[src/rtl/mem_access_sequencer_pkg.sv]
// ---------------------------------------------------------------------------
// mem_seq_pkg
// Shared definitions for the memory access sequencer and its arbiter.
//   seq_state_t : sequencer state encoding (3 bits)
//   REQ_CPU     : requester index of the CPU control unit
//   REQ_LDR     : requester index of the program loader / debug port
// ---------------------------------------------------------------------------
package mem_seq_pkg;

    typedef enum logic [2:0] {
        S_IDLE  = 3'd0,
        S_ADDR  = 3'd1,
        S_WDATA = 3'd2,
        S_RWAIT = 3'd3,
        S_WWAIT = 3'd4,
        S_DONE  = 3'd5
    } seq_state_t;

    localparam int REQ_CPU = 0;
    localparam int REQ_LDR = 1;

endpackage

[src/rtl/mem_access_sequencer_rr_arbiter2.sv]
// ---------------------------------------------------------------------------
// rr_arbiter2
// Two-way round-robin arbiter. When both requesters are active, the one that
// did not win the previous arbitration is granted.
//   i_CLK     : clock
//   i_RST_N   : asynchronous active-low reset
//   i_Req     : request bits, one per requester
//   i_Advance : a grant is being taken this cycle, update the last winner
//   o_Grant   : one-hot grant (combinational from i_Req and the pointer)
// ---------------------------------------------------------------------------
module rr_arbiter2
    import mem_seq_pkg::*;
(
    input  logic       i_CLK,
    input  logic       i_RST_N,
    input  logic [1:0] i_Req,
    input  logic       i_Advance,
    output logic [1:0] o_Grant
);

    // 1 means requester 1 won last, so requester 0 is favoured next.
    logic r_LastWinner;

    always_comb begin
        o_Grant = 2'b00;
        if (i_Req[REQ_CPU] && i_Req[REQ_LDR]) begin
            o_Grant[REQ_CPU] = r_LastWinner;
            o_Grant[REQ_LDR] = ~r_LastWinner;
        end else begin
            o_Grant = i_Req;
        end
    end

    // Reset value favours requester 0 on the first contended grant.
    always_ff @(posedge i_CLK or negedge i_RST_N) begin
        if (!i_RST_N) begin
            r_LastWinner <= 1'b1;
        end else if (i_Advance) begin
            r_LastWinner <= o_Grant[REQ_LDR];
        end
    end

endmodule

[src/rtl/mem_access_sequencer.sv]
// ---------------------------------------------------------------------------
// mem_access_sequencer
// Owns the control inputs of memory_control on behalf of two requesters
// (CPU control unit and program loader). Each access runs as an address
// phase, an optional write-data phase and a wait-for-ready phase with a
// timeout, then reports completion with a one-cycle o_Done pulse.
//   i_CLK, i_RST_N         : clock, asynchronous active-low reset
//   i_Req, i_WE            : per-requester request level and write enable
//   i_Addr0/1, i_WData0/1  : per-requester address and write data
//   i_MDR_Bus, i_Ready_Bit : MDR contents and ready flag from memory_control
//   o_LD_MAR, o_LD_MDR, o_RW, o_MIO_EN : memory_control controls
//   o_Bus_Drive, o_Bus_Drive_En        : value and enable for the CPU bus mux
//   o_Grant, o_Done, o_Err, o_RData    : per-access owner and completion
// ---------------------------------------------------------------------------
module mem_access_sequencer
    import mem_seq_pkg::*;
#(
    parameter int TIMEOUT_CYCLES = 16,
    parameter int CNT_W          = 5
) (
    input  logic        i_CLK,
    input  logic        i_RST_N,
    input  logic [1:0]  i_Req,
    input  logic [1:0]  i_WE,
    input  logic [15:0] i_Addr0,
    input  logic [15:0] i_Addr1,
    input  logic [15:0] i_WData0,
    input  logic [15:0] i_WData1,
    input  logic [15:0] i_MDR_Bus,
    input  logic        i_Ready_Bit,
    output logic        o_LD_MAR,
    output logic        o_LD_MDR,
    output logic        o_RW,
    output logic        o_MIO_EN,
    output logic [15:0] o_Bus_Drive,
    output logic        o_Bus_Drive_En,
    output logic [1:0]  o_Grant,
    output logic [1:0]  o_Done,
    output logic        o_Err,
    output logic [15:0] o_RData
);

    localparam logic [CNT_W-1:0] LAST_WAIT = CNT_W'(TIMEOUT_CYCLES - 1);

    seq_state_t        r_State;
    logic [1:0]        r_Grant;
    logic              r_WE;
    logic [15:0]       r_Addr;
    logic [15:0]       r_WData;
    logic [CNT_W-1:0]  r_Cnt;
    logic              r_Err;
    logic              r_LD_MAR;
    logic              r_LD_MDR;
    logic              r_RW;
    logic              r_MIO_EN;
    logic [1:0]        r_Done;

    logic [1:0]        w_ArbGrant;
    logic              w_Advance;
    logic              w_SelLdr;
    logic              w_SelWE;
    logic [15:0]       w_SelAddr;
    logic [15:0]       w_SelWData;

    // Arbitration only matters in IDLE; the pointer moves once per grant.
    assign w_Advance = (r_State == S_IDLE) && (|i_Req);

    rr_arbiter2 u_arb (
        .i_CLK     (i_CLK),
        .i_RST_N   (i_RST_N),
        .i_Req     (i_Req),
        .i_Advance (w_Advance),
        .o_Grant   (w_ArbGrant)
    );

    assign w_SelLdr   = w_ArbGrant[REQ_LDR];
    assign w_SelWE    = w_SelLdr ? i_WE[REQ_LDR] : i_WE[REQ_CPU];
    assign w_SelAddr  = w_SelLdr ? i_Addr1 : i_Addr0;
    assign w_SelWData = w_SelLdr ? i_WData1 : i_WData0;

    // Control strobes are registered for the state being entered, so each
    // is high exactly while the FSM sits in the state that needs it.
    always_ff @(posedge i_CLK or negedge i_RST_N) begin
        if (!i_RST_N) begin
            r_State  <= S_IDLE;
            r_Grant  <= 2'b00;
            r_WE     <= 1'b0;
            r_Addr   <= 16'h0000;
            r_WData  <= 16'h0000;
            r_Cnt    <= '0;
            r_Err    <= 1'b0;
            r_LD_MAR <= 1'b0;
            r_LD_MDR <= 1'b0;
            r_RW     <= 1'b0;
            r_MIO_EN <= 1'b0;
            r_Done   <= 2'b00;
        end else begin
            r_LD_MAR <= 1'b0;
            r_LD_MDR <= 1'b0;
            r_RW     <= 1'b0;
            r_MIO_EN <= 1'b0;
            r_Done   <= 2'b00;
            case (r_State)
                S_IDLE: begin
                    if (|i_Req) begin
                        r_Grant  <= w_ArbGrant;
                        r_WE     <= w_SelWE;
                        r_Addr   <= w_SelAddr;
                        r_WData  <= w_SelWData;
                        r_Cnt    <= '0;
                        r_Err    <= 1'b0;
                        r_LD_MAR <= 1'b1;
                        r_State  <= S_ADDR;
                    end
                end
                S_ADDR: begin
                    r_LD_MDR <= 1'b1;
                    if (r_WE) begin
                        r_State <= S_WDATA;
                    end else begin
                        r_MIO_EN <= 1'b1;
                        r_State  <= S_RWAIT;
                    end
                end
                S_WDATA: begin
                    r_MIO_EN <= 1'b1;
                    r_RW     <= 1'b1;
                    r_State  <= S_WWAIT;
                end
                S_RWAIT, S_WWAIT: begin
                    // Ready wins over the timeout when both land on the same edge.
                    if (i_Ready_Bit || (r_Cnt == LAST_WAIT)) begin
                        r_Done  <= r_Grant;
                        r_Err   <= ~i_Ready_Bit;
                        r_State <= S_DONE;
                    end else begin
                        r_Cnt    <= r_Cnt + CNT_W'(1);
                        r_MIO_EN <= 1'b1;
                        r_RW     <= (r_State == S_WWAIT);
                        r_LD_MDR <= (r_State == S_RWAIT);
                    end
                end
                S_DONE: begin
                    r_Grant <= 2'b00;
                    r_Cnt   <= '0;
                    r_Err   <= 1'b0;
                    r_State <= S_IDLE;
                end
                default: begin
                    r_State <= S_IDLE;
                end
            endcase
        end
    end

    // Bus data comes straight from the latched request, selected by state.
    assign o_Bus_Drive_En = (r_State == S_ADDR) || (r_State == S_WDATA);
    assign o_Bus_Drive    = (r_State == S_ADDR)  ? r_Addr  :
                            (r_State == S_WDATA) ? r_WData : 16'h0000;

    // The MDR is frozen in DONE (LD_MDR low), so it can be passed through.
    assign o_RData = ((r_State == S_DONE) && !r_WE) ? i_MDR_Bus : 16'h0000;

    assign o_LD_MAR = r_LD_MAR;
    assign o_LD_MDR = r_LD_MDR;
    assign o_RW     = r_RW;
    assign o_MIO_EN = r_MIO_EN;
    assign o_Grant  = r_Grant;
    assign o_Done   = r_Done;
    assign o_Err    = r_Err;

endmodule
[config.mk]
export PLATFORM = sky130hd
export DESIGN_NAME = mem_access_sequencer
export DESIGN_NICKNAME = d
export VERILOG_FILES = /design/src/rtl/mem_access_sequencer_pkg.sv /design/src/rtl/mem_access_sequencer_rr_arbiter2.sv /design/src/rtl/mem_access_sequencer.sv
export SDC_FILE = /design/constraint.sdc
export NUM_CORES = 1
export LEC_CHECK = 0
export CELL_PAD_IN_SITES_DETAIL_PLACEMENT = 0
export CELL_PAD_IN_SITES_GLOBAL_PLACEMENT = 1
export CORE_MARGIN = 2
export CORE_UTILIZATION = 30
export CTS_CLUSTER_DIAMETER = 150
export DETAILED_ROUTE_END_ITERATION = 7
export PLACE_DENSITY = 0.9
export SYNTH_ARGS = -nofsm -noshare
export SYNTH_HDL_FRONTEND = slang
export SYNTH_SLANG_ARGS = --single-unit
[constraint.sdc]
create_clock -name i_CLK -period 2.6 [get_ports i_CLK]
set_input_delay 0.26 -clock i_CLK [delete_from_list [all_inputs] [get_ports i_CLK]]
set_output_delay 0.26 -clock i_CLK [all_outputs]
set_load 0.005 [all_outputs]
==> impl_results.md, run 1 <==
- Ratio of cells with drive above 1 in the final layout: 0.0767
- Setup Skew: 0.0130 ns
- Vias: between 2000 and 3000
- Critical-path cell list: inv_2 -> nand2_1 -> nor2_2 -> buf_4 -> a22o_1 -> clkdlybuf4s50_1
- Slew headroom: 0.712
- Final net count: 492
- Synth-to-Final Area Change: 53.2%
- Worst-path cell with the longest stage delay: dfrtp_1
- Post-synth EDFFs: 0
- Fin. Hold Viols: 0
- Setup Buffers After CTS: 0
- Vias in the first global route: between 2000 and 2500
- Final setup fails: 0
- Worst Setup SP: r_State[2]
- Placed Cells incl. Taps: between 500 and 600
- Gr usage total: 0.153
- Period Utilization, post-route: 0.941
- M1 WL: between 3000 and 4000 µm
- Critical Path Fanout Max: 16
- Top FF cell, synth: dfrtp_1
- Type of the most critical hold path: in2async
- Slew @ Worst Pin: about 0.43 ns
- Status: complete, no violations
- CP Capture Type: primary output
- GR Overflow Total: 0
- Max-Cap Viols: 0
- Area of the core: around 0.0091 mm²
- Final WL: slightly below 8000 µm
- Die area: 0.0101 mm²
- Starting Density: 0.306
- Fin Hold WS: around 0.38 ns
- Remaining antenna violation count: 0
- Vias/cell: 4.86
- Post-Route Setup TNS: 0 ns
- Max rail drop VDD: between 0.0003 and 0.0004 V
- Syn Nets: 366
- Die height: approximately 100 µm
- Finished Core Util: 0.469
- Drt initial violations: 65
- Diodes inserted: 0
- Met3 Routed Length: between 500 and 600 µm
- TritonCTS clock tree: done
- Critical R2R Launch: r_Cnt[0]
- Mapped Area: roughly 0.0028 mm²
- Post-synthesis sequential area ratio: 0.458
- RSZ-0062 raised after global routing: no
- H-Tree Depth: 2
- Critical path data required time: 2.34 ns
- Drt wl/cell: roughly 15 µm
- Clock buffer depth: 2
- Tmin final: 2.45 ns
- Synthesized instance count: between 200 and 300
- DIE WIDTH: between 100 and 150 µm
- Crit path DAT: 2.19 ns
- Post-synthesis async set-or-reset flop share: 1.00
- CTS clk-pin slew, worst paths: 0.10 ns
- Post-DP HPWL: roughly 6100 µm
- Io pins: ~130
- FF+latch count, synth: 51
- YS warnings: 0
- RD Place Congestion: slightly below 0.9
- Crit path launch type: register
- Post-route DRC: 0
- Met2 Routed Length: 3900 µm
- Final Instance Count excl. Fillers: just over 500
- Antenna violations before repair: 0
- Pleak: about 1.8 nW
- CTS Buf Count: 5
- First-pass GRT wire length: roughly 12000 µm
- 1st-pass router iterations: 4
- CTS Root Cell: clkbuf_8
- Max Fclk: 409 MHz
- Cell area power density: between 800 and 900 mW/mm²
- Skew-Pair Late Insertion Delay: approximately 0.31 ns
- Clk sinks: roughly 50
- Final-report max-slew violation count: 0
- Post-synth cell types: 45
- Syn_area_per_cell: 10.1 µm²
- Rows: 35
- CP peak stage delay: ~0.54 ns
- IO buf count: between 100 and 150
- Top Metal Used: met4
- Crit path kind: reg2out
- Largest net degree at the start of global routing: about 70
==> layer usage <==
layer	GRT usage	up-vias
met4	0.0674	0
li1	-	1226
met2	0.263	107
met3	0.0292	16
met1	0.188	1152
met5	0	-
==> cells by family (layout without fill, tap and decap cells) <==
group,Yosys count,count (layout),synth area share
compound gates,81,81,0.188
buf+inv,23,150,0.0624
flops,51,51,0.458
fa+ha+maj,2,2,0.00897
simple gates,86,86,0.160
mux,34,34,0.122
==> sequential cells by signal, indices dropped and copies added, names as in the netlist <==
signal,count
o_Err,1
r_WData,16
o_Done,2
r_Cnt,5
u_arb.r_LastWinner,1
o_LD_MAR,1
o_LD_MDR,1
o_Grant,2
o_RW,1
r_WE,1
r_Addr,16
o_MIO_EN,1
r_State,3
==> cells in the final DEF, fill, tap and decap left out, types with 2 or more instances in the layout <==
| master | Yosys | final |
|---|---|---|
| buf_4 | 6 | 6 |
| o21ai_1 | 9 | 9 |
| a21oi_1 | 6 | 6 |
| mux2i_1 | 34 | 34 |
| clkbuf_8 | 0 | 5 |
| nor2_2 | 3 | 3 |
| buf_12 | 0 | 2 |
| o211a_1 | 2 | 2 |
| a22o_1 | 17 | 17 |
| dfrtp_1 | 50 | 50 |
| and2_1 | 18 | 18 |
| o22ai_1 | 3 | 3 |
| nand2_1 | 37 | 37 |
| ha_1 | 2 | 2 |
| and3_1 | 2 | 2 |
| clkdlybuf4s50_1 | 0 | 127 |
| a21boi_0 | 2 | 2 |
| o21ai_0 | 29 | 29 |
| o21a_1 | 2 | 2 |
| a31oi_1 | 2 | 2 |
| nor3_1 | 2 | 2 |
| a21o_1 | 2 | 2 |
| nor2_1 | 11 | 11 |
| o21bai_1 | 2 | 2 |
| inv_1 | 5 | 4 |
==> path summary, 6_finish.rpt <==
check	end	slack (ns)	depth (start not counted)
max	o_Bus_Drive[12]	0.15	6
min	r_Addr[12]	0.38	2
max reg2reg	r_Cnt[2]	0.54	8
min reg2reg	r_Cnt[3]	0.48	1
max in group asynchronous	o_Err	1.54	3
min in group i_CLK	r_Cnt[3]	0.48	1
==> per-stage QoR <==
stage | instance area, µm² | setup slack (ns) | power, mW
finish | 4270 | 0.152 | 3.79
global route | 4270 | 0.0252 | 4.09
CTS | 4270 | 0.0900 | 3.83
detailed placement | 4150 | 0.439 | 3.26
global placement | 4150 | 0.513 | 3.21
floorplan | 2790 | 0.762 | 2.45
==> area by class of cell <==
| cell class | instances | area, µm² |
|---|---|---|
| flip-flops and latches | 51 | 1280 |
| well taps | 111 | 139 |
| repair buffers | 137 | 1370 |
| clock inverters | 3 | 43.8 |
| inverters | 5 | 18.8 |
| clock buffers | 5 | 68.8 |
| multi-input cells | 203 | 1350 |
| fillers | 868 | 4840 |
==> cells in the mapped netlist (3+ instances only) <==
cell       n  area [µm²]
o22ai_1    3        18.8
dfrtp_1   50        1250
clkbuf_1   4        15.0
o21ai_1    9        45.0
buf_6      4        45.0
nand2_1   37         139
inv_1      5        18.8
a22o_1    17         149
and2_1    18         113
nor2_2     3        18.8
buf_8      3        45.0
mux2i_1   34         340
a21oi_1    6        30.0
buf_4      6        45.0
nor2_1    11        41.3
o21ai_0   29         145
==> repair_timing <==
action                     4_1_cts  5_1_grt
hold endpoints to repair        11        0
hold buffers                     1        0
resized for setup                0        1
setup endpoints to repair        0        9
==> where the power goes <==
part           switching, mW  internal [mW]
Combinational          0.840          0.980
Sequential             0.271           1.14
Clock                  0.272          0.287
==> critical path: cells and delay by family (launching register included) <==
family	cells	cell delay, ns
compound gates	1	0.17
flops	1	0.54
buf+inv	3	0.95
simple gates	2	0.21
Note: power is estimated with default switching activity, not from simulation.
==> run 2: changes to the inputs <==
- ABC_AREA: not set -> 0
- CORE_ASPECT_RATIO: not set -> 0.5
==> run 2 against run 1 <==
Net effect:
- clock-buffer cell count unchanged
- non-clock buffer count up 4
- critical path type unchanged
- routed wire length down 6.5%
==> impl_results.md, run 2 (synthesized netlist as in run 1, its figures left out) <==
- Final Instance Count excl. Fillers: roughly 530
- Setup Buffers After CTS: 0
- CTS Buf Count: 5
- Crit path kind: reg2out
- Critical path data required time: 2.34 ns
- Crit path launch type: register
- First-pass GRT wire length: approximately 12000 µm
- Cell area power density: 918 mW/mm²
- Layout fillers: about 840
- Crit path buffers/inverters: 3
- Vias in the first global route: 2400
- Critical-path cell list: inv_1 -> nand2_1 -> nor2_2 -> buf_4 -> a22o_1 -> clkdlybuf4s50_1
- Max Fclk: between 400 and 500 MHz
- Comb power frac: 0.469
- Clk pwr share: 0.189
- Regs by FF count: r_Addr x16, r_WData x16, r_Cnt x5
- Skew-Pair Late Insertion Delay: a little under 0.3 ns
- RD Place Congestion: 0.817
- Final WL: between 7000 and 8000 µm
- Drt initial violations: 96
- Post-DP HPWL: 5570 µm
- H-Tree Depth: 2
- Io pins: about 130
- Status: complete, no violations
- Drt wl/cell: 14.1 µm
- Slew @ Worst Pin: ~0.42 ns
- Vias/cell: between 4 and 5
- Reg power frac: 0.342
- Critical Path Fanout Max: 16
- Final net count: between 400 and 500
- Post-route DRC: 0
- Final-report max-slew violation count: 0
- CTS clk-pin slew, worst paths: around 0.070 ns
- GR Overflow Total: 0
- Area of the core: around 0.0089 mm²
- Power, Total: 3.98 mW
- Commonest non-fill, non-tap cells in the layout: 127 x clkdlybuf4s50_1, 50 x dfrtp_1, 37 x nand2_1
- Remaining antenna violation count: 0
- Largest net degree at the start of global routing: 49
- Max rail drop VDD: ~0.0003 V
- Pleak: roughly 1.9 nW
- Synth-to-Final Area Change: 55.6%
- Period Utilization, post-route: 0.886
- Cell internal pwr: approximately 2.6 mW
- Fin. Hold Viols: 0
- Die height: a little over 70 µm
- Setup Skew: between 0.009 and 0.01 ns
- DIE WIDTH: 140 µm
- CP peak stage delay: ~0.53 ns
- Rows: 24
- Vias: approximately 2500
- Placed Cells incl. Taps: 516
- Worst-path cell with the longest stage delay: clkdlybuf4s50_1
- Crit path DAT: between 2 and 2.5 ns
- Max-Cap Viols: 0
- Ratio of cells with drive above 1 in the final layout: 0.0833
- Slew headroom: 0.718
- Sw Ratio: 0.352
- Gr usage total: 0.147
- Antenna violations before repair: 0
- Post-Route Setup TNS: 0 ns
- Post-CTS sizing: 0
- Psw: roughly 1.4 mW
- Commonest non-fill, non-tap cell in the layout: clkdlybuf4s50_1
- Diodes inserted: 0
- CP Capture Type: primary output
- Final setup fails: 0
- TritonCTS clock tree: done
- Starting Density: 0.315
- CTS Root Cell: clkbuf_16
- Clock buffer depth: 2
- 1st-pass router iterations: 5
- Die area: a little over 0.01 mm²
- CP delay by family, top: buffers and inverters
- Type of the most critical hold path: in2async
- Clk sinks: a little over 50
- Tmin final: 2.30 ns
- IO buf count: 128
- RSZ-0062 raised after global routing: no
==> run 2: changes by cell type in the layout (fill, tap and decap cells not counted), sizes merged <==
cell,delta
buf,+4
==> run 2: area by class of cell <==
| cell class | instances | area, µm² | share of cell area |
|---|---|---|---|
| Tap cell | 117 | 146 | 0.0337 |
| Clock inverter | 3 | 43.8 | 0.0101 |
| Sequential cell | 51 | 1280 | 0.294 |
| Timing Repair Buffer | 141 | 1380 | 0.317 |
| Multi-Input combinational cell | 203 | 1350 | 0.312 |
| Clock buffer | 5 | 125 | 0.0288 |
| Inverter | 5 | 18.8 | 0.00432 |
==> run 2: routing by layer <==
| metal | track usage | vias up | routed length, µm |
|---|---|---|---|
| li1 | - | 1244 | - |
| met1 | 0.181 | 1148 | 3290 |
| met2 | 0.256 | 68 | 3550 |
| met3 | 0.0396 | 13 | 393 |
| met4 | 0.0471 | 0 | 144 |
| met5 | 0 | - | 0 |
==> run 2: worst paths after layout <==
| kind | slack (ns) | startpoint | cells after the start | to |
|---|---|---|---|---|
| max | 0.30 | r_State[2] | 6 | o_Bus_Drive[11] |
| min | 0.42 | i_RST_N | 2 | r_Addr[6] |
| max reg2reg | 0.67 | r_Cnt[0] | 7 | r_Cnt[4] |
| min reg2reg | 0.48 | r_Addr[6] | 2 | r_Addr[6] |
| max in group asynchronous | 1.50 | i_RST_N | 3 | u_arb.r_LastWinner |
| min in group i_CLK | 0.48 | r_Addr[6] | 2 | r_Addr[6] |
==> run 2: repair_timing <==
| item | CTS | global route |
|---|---|---|
| hold buffers | 1 | 0 |
| setup endpoints to repair | 0 | 0 |
| hold endpoints to repair | 16 | 0 |
==> run 2: power by group through the flow <==
stage	clock network (mW)	logic, mW	registers [mW]
final	0.753	1.87	1.36
after global routing	0.805	2.08	1.41
after CTS	0.772	1.89	1.36
after floorplan	0	1.13	1.32
after detailed placement	0	1.88	1.37
after global placement	0	1.85	1.36
==> run 2: through the flow <==
stage / setup slack [ns] / hold WS (ns) / instance area (µm²) / util
finish: 0.296 / 0.423 / 4340 / 0.490
global route: 0.168 / 0.479 / 4340 / 0.490
CTS: 0.281 / 0.434 / 4340 / 0.490
detailed placement: 0.597 / 0.212 / 4160 / 0.470
global placement: 0.603 / 0.205 / 4160 / 0.470
floorplan: 0.762 / -0.0356 / 2790 / -
==> run 3: changes to the inputs <==
- GPL_TIMING_DRIVEN: not set -> 0
==> run 3 against run 2 <==
Net effect:
- first-iteration DRC count shrank 22%
- die area is the same
- clock skew shrank 0.0054 ns
- critical path type unchanged
- critical path depth is the same
- sequential power is essentially flat
- final cell count grew 1.3%
- register-to-register slack lost 0.22 ns
==> impl_results.md, run 3 (synthesized netlist as in run 1, its figures left out) <==
- Status: complete, no violations
- 1st-pass router iterations: 4
- Regs by FF count: r_Addr x16, r_WData x16, r_Cnt x5
- Placed Cells incl. Taps: about 520
- Clk pwr share: 0.172
- Vias/cell: approximately 4.7
- Clock buffer depth: 2
- IO buf count: roughly 130
- Ratio of cells with drive above 1 in the final layout: 0.0867
- H-Tree Depth: 2
- Largest net degree at the start of global routing: 31
- Cell internal pwr: between 2 and 3 mW
- Period Utilization, post-route: 0.948
- Critical Path Fanout Max: 10
- RD Place Congestion: approximately 0.8
- Drt initial violations: 75
- Skew-Pair Late Insertion Delay: 0.29 ns
- Pre-CTS setup slack: between 0.3 and 0.4 ns
- RSZ-0062 raised after global routing: no
- Final-report max-slew violation count: 0
- Setup Skew: 0.00390 ns
- Drt wl/cell: 14.6 µm
- CTS Buf Count: 5
- Crit path kind: reg2out
- Rows: 24
- Type of the most critical hold path: in2async
- Clk sinks: slightly above 50
- GR Overflow Total: 0
- Crit path DAT: roughly 2.2 ns
- Post-route DRC: 0
- Sw Ratio: 0.356
- Vias in the first global route: 2526
- Starting Density: 0.315
- Power, Total: roughly 4.0 mW
- Io pins: 129
- Post-Route Setup TNS: 0 ns
- Critical path data required time: 2.34 ns
- Max-Cap Viols: 0
- Crit path launch type: register
- Die height: a little over 70 µm
- Tmin final: 2.47 ns
- CP Capture Type: primary output
- CTS Root Cell: clkbuf_16
- Remaining antenna violation count: 0
- Gr usage total: 0.159
- Area after DPL: about 0.0042 mm²
- Post-DP HPWL: 5970 µm
- Fin. Hold Viols: 0
- Final net count: between 500 and 600
- Slew @ Worst Pin: around 0.52 ns
- Comb power frac: 0.488
- Layout fillers: 830
- Final Instance Count excl. Fillers: around 530
- Final WL: ~7700 µm
- Psw: around 1.4 mW
- Vias: roughly 2500
- Cell area power density: just over 900 mW/mm²
- DIE WIDTH: 140 µm
- Synth-to-Final Area Change: 57.9%
- Commonest non-fill, non-tap cell in the layout: clkdlybuf4s50_1
- Final Cell Area: around 0.0044 mm²
- Setup Buffers After CTS: 0
- Slew headroom: 0.651
- Reg power frac: 0.340
- Diodes inserted: 0
- TritonCTS clock tree: done
- Die area: ~0.01 mm²
- Max rail drop VDD: approximately 0.00038 V
- Final critical-path setup slack: 0.134 ns
- Area of the core: 0.00886 mm²
- CTS clk-pin slew, worst paths: ~0.070 ns
- Commonest non-fill, non-tap cells in the layout: 127 x clkdlybuf4s50_1, 50 x dfrtp_1, 37 x nand2_1
- Finished Core Util: 0.497
- Max Fclk: just over 400 MHz
- First-pass GRT wire length: 12700 µm
- Pleak: 1.90 nW
- Final setup fails: 0
- Fin Hold WS: around 0.48 ns
- Antenna violations before repair: 0
## run 3: cell count changes in the layout (fill, tap and decap cells not counted), moves of 2 or more
cell and change:
buf_4 -6, clkbuf_8 +2, buf_6 +4, buf_8 +3
clkbuf_1 +5
## run 3: repair_timing
item                                    CTS  global route
hold endpoints to repair                 21             0
resized for setup                         0             1
endpoints found under the setup margin    0            10
hold buffers                              1             0
## run 3: metal layers
metal / GRT usage / part of all wire
met1: 0.200 / 0.44
met2: 0.279 / 0.50
met3: 0.0403 / 0.050
met4: 0.0393 / 0.0039
met5: 0 / 0
## run 3: power groups by stage
stage	Clock [mW]	Combinational (mW)	Sequential (mW)
final	0.694	1.96	1.37
after global routing	0.743	2.18	1.41
after global placement	0	1.93	1.37
after detailed placement	0	1.97	1.38
after floorplan	0	1.13	1.32
after CTS	0.706	1.98	1.37
## run 3: worst paths after layout
kind	slack, ns	startpoint	to	cells past startpoint
max	0.13	r_State[2]	o_Bus_Drive[5]	6
min reg2reg	0.48	r_Cnt[3]	r_Cnt[3]	1
max reg2reg	0.45	r_Cnt[0]	r_Cnt[3]	8
max in group asynchronous	1.51	i_RST_N	u_arb.r_LastWinner	3
min	0.48	i_RST_N	r_WData[4]	2
min in group i_CLK	0.48	r_Cnt[3]	r_Cnt[3]	1
## run 3: area by class of cell
| class | instances | area (µm²) | share of cell area |
|---|---|---|---|
| multi-input cells | 203 | 1340 | 0.305 |
| repair buffers | 130 | 1310 | 0.297 |
| flip-flops and latches | 51 | 1280 | 0.290 |
| clock buffers | 8 | 156 | 0.0355 |
| plain buffers | 18 | 155 | 0.0352 |
| well taps | 117 | 146 | 0.0332 |
| inverters | 5 | 18.8 | 0.00426 |
## run 3: critical path, stage by stage (launching register included)
cell             delay, ns
dfrtp_1               0.43
inv_1                 0.20
nand2_1               0.16
nor2_4                0.22
buf_4                 0.22
a22o_1                0.17
clkdlybuf4s50_1       0.51
